## config.mk

```make
export PLATFORM = sky130hd
export DESIGN_NAME = wb_arbiter
export DESIGN_NICKNAME = d
export VERILOG_FILES = /design/src/rtl/wb_arbiter.sv
export SDC_FILE = /design/constraint.sdc
export NUM_CORES = 1
export LEC_CHECK = 0
export ABC_AREA = 0
export BUFFER_PORTS_ARGS = -buffer_cell sky130_fd_sc_hd__buf_2
export CAP_MARGIN = 5
export CORE_MARGIN = 10
export CORE_UTILIZATION = 45
export CTS_CLUSTER_DIAMETER = 60
export DETAILED_ROUTE_END_ITERATION = 8
export PLACE_DENSITY = 0.85
export SLEW_MARGIN = 20
export SYNTH_ARGS = -nofsm -noshare
export SYNTH_HDL_FRONTEND = slang
export SYNTH_SLANG_ARGS = --single-unit
```

## constraint.sdc

```tcl
create_clock -name clk -period 11.7 [get_ports clk]
set_input_delay 1.17 -clock clk [delete_from_list [all_inputs] [get_ports clk]]
set_output_delay 1.17 -clock clk [all_outputs]
set_load 0.05 [all_outputs]
```

## src/rtl/wb_arbiter.sv

```systemverilog
// Writeback arbiter: round-robin selection among result producers (ALU, CSR,
// LSU), registered register-file write port, and a pending-exception holder
// that stalls all grants until trap logic acknowledges it.
module wb_arbiter #(
    parameter int XLEN  = 32,
    parameter int N_SRC = 3
) (
    input  logic                    clk,
    input  logic                    rst_n,
    input  logic [N_SRC-1:0]        src_v,
    input  logic [N_SRC*XLEN-1:0]   src_result,
    input  logic [N_SRC*5-1:0]      src_rd,
    input  logic [N_SRC-1:0]        src_exc,
    output logic [N_SRC-1:0]        src_ok,
    output logic                    rf_we,
    output logic [4:0]              rf_waddr,
    output logic [XLEN-1:0]         rf_wdata,
    output logic                    retire,
    output logic                    exc_v,
    output logic [1:0]              exc_src,
    output logic [4:0]              exc_rd,
    input  logic                    exc_ack
);

    localparam int          PW = (N_SRC > 1) ? $clog2(N_SRC) : 1;
    localparam int unsigned NS = N_SRC;

    typedef enum logic {
        RUN,
        EXC
    } state_t;

    state_t              state, state_nx;
    logic [PW-1:0]       rr_ptr;
    logic                gnt_any;
    int unsigned         gnt_num;
    int unsigned         idx;
    logic [N_SRC-1:0]    v_shift;
    logic [N_SRC*XLEN-1:0] res_shift;
    logic [N_SRC*5-1:0]  rd_shift;
    logic [N_SRC-1:0]    exc_shift;
    logic [XLEN-1:0]     sel_result;
    logic [4:0]          sel_rd;
    logic                sel_exc;
    logic [PW-1:0]       ptr_nx;

    assign exc_v = (state == EXC);

    // Round-robin grant: first valid source at or after rr_ptr, only from
    // src_v and state so no data inputs feed the accept path.
    always_comb begin
        gnt_any = 1'b0;
        gnt_num = 0;
        idx     = 0;
        v_shift = '0;
        src_ok  = '0;
        if (!rst_n && state == RUN) begin
            for (int unsigned off = 0; off < NS; off++) begin
                idx = 32'(rr_ptr) + off;
                if (idx >= NS) idx = idx - NS;
                v_shift = src_v >> idx;
                if (!gnt_any && v_shift[0]) begin
                    gnt_any = 1'b1;
                    gnt_num = idx;
                end
            end
            if (gnt_any) src_ok = N_SRC'(1) << gnt_num;
        end
    end

    // Select the granted source's payload.
    always_comb begin
        res_shift  = src_result >> (gnt_num * 32'(XLEN));
        rd_shift   = src_rd >> (gnt_num * 32'd5);
        exc_shift  = src_exc >> gnt_num;
        sel_result = res_shift[XLEN-1:0];
        sel_rd     = rd_shift[4:0];
        sel_exc    = exc_shift[0];
        ptr_nx     = (gnt_num + 1 >= NS) ? '0 : PW'(gnt_num + 1);
    end

    // Next state: an excepting transfer parks the arbiter until acknowledged.
    always_comb begin
        state_nx = state;
        case (state)
            RUN:     if (gnt_any && sel_exc) state_nx = EXC;
            EXC:     if (exc_ack)            state_nx = RUN;
            default: state_nx = RUN;
        endcase
    end

    // State register.
    always_ff @(posedge clk or posedge rst_n) begin
        if (rst_n) state <= RUN;
        else       state <= state_nx;
    end

    // Registered writeback, retire pulse, exception capture and pointer advance.
    always_ff @(posedge clk or posedge rst_n) begin
        if (rst_n) begin
            rf_we    <= 1'b0;
            rf_waddr <= '0;
            rf_wdata <= '0;
            retire   <= 1'b0;
            exc_src  <= '0;
            exc_rd   <= '0;
            rr_ptr   <= '0;
        end else begin
            rf_we  <= gnt_any && !sel_exc && (sel_rd != '0);
            retire <= gnt_any && !sel_exc;
            if (gnt_any && !sel_exc && (sel_rd != '0)) begin
                rf_waddr <= sel_rd;
                rf_wdata <= sel_result;
            end
            if (gnt_any && sel_exc) begin
                exc_src <= 2'(gnt_num);
                exc_rd  <= sel_rd;
            end
            if (gnt_any) rr_ptr <= ptr_nx;
        end
    end

endmodule

```

==> summary.txt <==
Outcome
  • Status: completed

STA
  • Setup TNS: 0 ns
  • Hold Vio Cnt, Final: 0
  • Final Max Tran Viols: 0
  • Hold_ws: between 0.4 and 0.5 ns
  • Clk_skew: 0.0109 ns
  • Max-slew headroom: 44.2%
  • Fin crit period: 5.59 ns
  • Period utilization: between 40% and 50%
  • Final setup violation count: 0
  • Fmax: 179 MHz
  • Final setup margin: 6.11 ns
  • RSZ-0062 raised after global routing: no
  • Tightest Pin Transition: 0.836 ns

Hold path
  • HP Start: exc_rd[4]
  • Worst Hold Class: reg2reg
  • WHS Path Cells: 2
  • Hold Path End: exc_rd[4]

Logic synthesis
  • Count of state elements after synthesis: 49
  • Commonest cells post-synth: 92 x nand2_1, 49 x dfrtp_1, 41 x nor2_1
  • Syn_area_per_cell: 8.57 um2
  • Async S/R FF share, synth: between 90% and 100%
  • Yosys top cell by area: dfrtp_1
  • Synth Warn #: 0
  • Yosys cell types: 69
  • Most used flip-flop cell after synthesis: dfrtp_1
  • Top post-synthesis cells by area: dfrtp_1 33%, nand2_1 9.2%, mux2_1 8.1%
  • Post-synth EDFFs: 0
  • Seq/Total Area, Yosys: 32.8%
  • Synth top area share: 32.8%
  • Cells after Synth: 436
  • Most frequent cell after synthesis: nand2_1
  • Mapped cell area: roughly 3700 um2

Global route
  • Number of global-route vias before repair: 3892
  • Largest net degree at the start of global routing: 83
  • GRT overflow: 0
  • GR Util All Layers: 18.0%
  • GR Util met1: 19.7%
  • Initial antenna violation count: 0
  • M3 GR Usage: 4.60%
  • Top Usage Layer GRT: met2
  • First-pass GRT wire length: 19000 um
  • Met2 Usage GRT: 33.3%

Power
  • Pwr Density: 190 nW/um2
  • VDD IR max: approximately 0.11 mV
  • Logic gate share of total power: 58.7%
  • Switching portion of total power: 53.6%
  • Cell Int Power: 421 uW
  • Clk pwr share: 11.2%
  • Net Sw Power: 486 uW
  • Seq pwr share: between 30 and 40%
  • Leakage: 0.00245 uW

Route
  • Detail Route Antenna Nets: 0
  • Iter 0 DRT Violations: ~280
  • DR WL/cell: 16.7 um
  • First drt pass iteration count: 5
  • Drt drc: 0
  • Vias: 3858
  • DR vias/cell: 5.44
  • Routed WL: 11900 um

Clock tree
  • Cts bufs inserted: 5
  • Clk root buf: clkbuf_8
  • Longest Clk Path Bufs: 2
  • Clock sinks: 49
  • Post-CTS setup buffers: 0
  • Post_cts resized: 0
  • Htree depth: 2
  • Post-CTS Hold Fix Bufs: 0
  • CTS tree: done
  • Clock latency on the worst-skew pair: roughly 0.30 ns
  • CTS clk-pin slew, worst paths: approximately 0.10 ns

Worst setup path
  • R2r setup slk: around 6.1 ns
  • Worst endpoint data arrival time: 5.76 ns
  • Worst path max stage delay: 0.56 ns
  • Cell mode on critical path: ha_1
  • Max Fanout on Critical Path: 43
  • FF-to-FF path depth: 16
  • Slowest-stage cell, CP: a2111o_2
  • Startpoint Class: flop
  • Crit Reg-Reg Endpoint: rf_wdata[3]
  • CP Launch Point: rr_ptr[1]
  • WP data required: 11.88 ns
  • Worst path cell trace: inv_1 > ha_1 > a21boi_1 > a2111o_2 > mux2i_4 > o21ai_4 > buf_4 > inv_4 > ha_1 > a2111oi_0 > nor4_1 > and4b_1 > nor2_2 > a41oi_4 > buf_8 > mux2_1
  • CP Class: reg2reg
  • Reg-to-Reg Start: rr_ptr[1]
  • Crit path capture type: flop

Layout
  • Nets: about 740
  • Area occupied by multi-input gates: 2360 um2
  • Layout Utilization: about three fifths
  • # fillers: ~750
  • P&R area growth vs syn: 27.7%
  • # diodes: 0
  • Final instance area: 4770 um2
  • Fraction of layout cells with a size suffix above 1: ~34%
  • Register Area: approximately 1200 um2

Place
  • Pre-CTS WS: 5.90 ns
  • Cell Area, Placed: around 4700 um2
  • Gpl congestion: 0.949
  • IO Port Bufs: around 170
  • HPWL Detailed: 9450 um

Floorplan
  • Die X: roughly 110 um
  • Rows: 33
  • Core Area: 8130 um2
  • Die area: 12300 um2
  • I/O Pins: 170
  • Initial Util: 45.9%
  • Die height: 111 um

Flow run
  • Max cap viols: 0
-- final cells by class --
cell class,count,area share (%)
clock buffers,5,1.44
clock inverters,3,0.446
inverters,22,1.81
multi-input cells,353,49.5
flip-flops and latches,49,25.7
well taps,105,2.75
repair buffers,172,18.4
-- worst max-delay path: cells and delay by family, from the launching register on --
kind	cells	cell delay (ns)
buffers and inverters	4	1.16
AND/OR/NAND/NOR	3	0.49
AO/OA/AOI/OAI	5	1.73
flip-flops	1	0.47
adder cells (fa/ha/maj)	2	0.97
multiplexers	2	0.60
-- metrics by stage --
step / power (uW) / instances
6_report: 907 / 709
5_1_grt: 958 / 709
4_1_cts: 913 / 709
3_5_place_dp: 810 / 701
3_3_place_gp: 797 / 700
2_1_floorplan: 667 / 453
-- layer usage --
metal	vias up	part of all wire (%)
li1	1866	-
met1	1813	39
met2	167	52
met3	12	7.3
met4	0	1.3
met5	-	0
-- flip-flops by register name, summed over array words and instances (netlist names) --
| register | cells |
|---|---|
| exc_src | 2 |
| exc_v | 1 |
| rf_wdata | 32 |
| rf_waddr | 5 |
| exc_rd | 5 |
| retire | 1 |
| rf_we | 1 |
| rr_ptr | 2 |
-- logic make-up (layout without fill, tap and decap cells) --
family	Yosys count	count (layout)	synth area share [%]
AOI/OAI and AO/OA	97	97	19.9
adders and majority gates	20	20	6.90
buffers and inverters	51	202	5.99
DFF	49	49	32.8
muxes	46	46	14.2
other	2	19	0.201
and+or+nand+nor	171	171	20.0
-- cell usage in the layout (no fill, tap or decap), types with 3 or more instances in the layout --
| master | synthesis | final |
|---|---|---|
| o22ai_1 | 5 | 5 |
| nand4_1 | 3 | 3 |
| ha_1 | 19 | 19 |
| dfrtp_1 | 49 | 49 |
| mux2_1 | 27 | 27 |
| clkbuf_8 | 0 | 5 |
| and3_1 | 3 | 3 |
| a31oi_1 | 37 | 37 |
| and2_1 | 3 | 3 |
| nor3_1 | 6 | 6 |
| buf_2 | 6 | 169 |
| a21oi_1 | 4 | 4 |
| a211oi_1 | 5 | 5 |
| nor2_1 | 41 | 41 |
| nand3_1 | 5 | 5 |
| and4b_1 | 3 | 3 |
| o21ai_0 | 8 | 8 |
| o211ai_1 | 3 | 3 |
| o211a_1 | 3 | 3 |
| inv_1 | 21 | 20 |
| mux2i_1 | 8 | 8 |
| nand2_1 | 92 | 92 |
| conb_1 | 2 | 19 |
| mux2_2 | 9 | 9 |
-- power by group through the flow --
stage / sequential (uW) / combinational (uW) / clock (uW)
global route: 282 / 563 / 113
CTS: 273 / 534 / 105
floorplan: 524 / 143 / 0
global placement: 273 / 524 / 0
finish: 273 / 532 / 101
detailed placement: 277 / 534 / 0
-- worst max path at each step --
stage	endpoint
floorplan	rf_wdata[10]
global placement	rf_wdata[29]
detailed placement	rf_wdata[16]
CTS	rf_wdata[16]
global route	rf_wdata[3]
finish	rf_wdata[3]
Power figures use the tool's default switching activity.
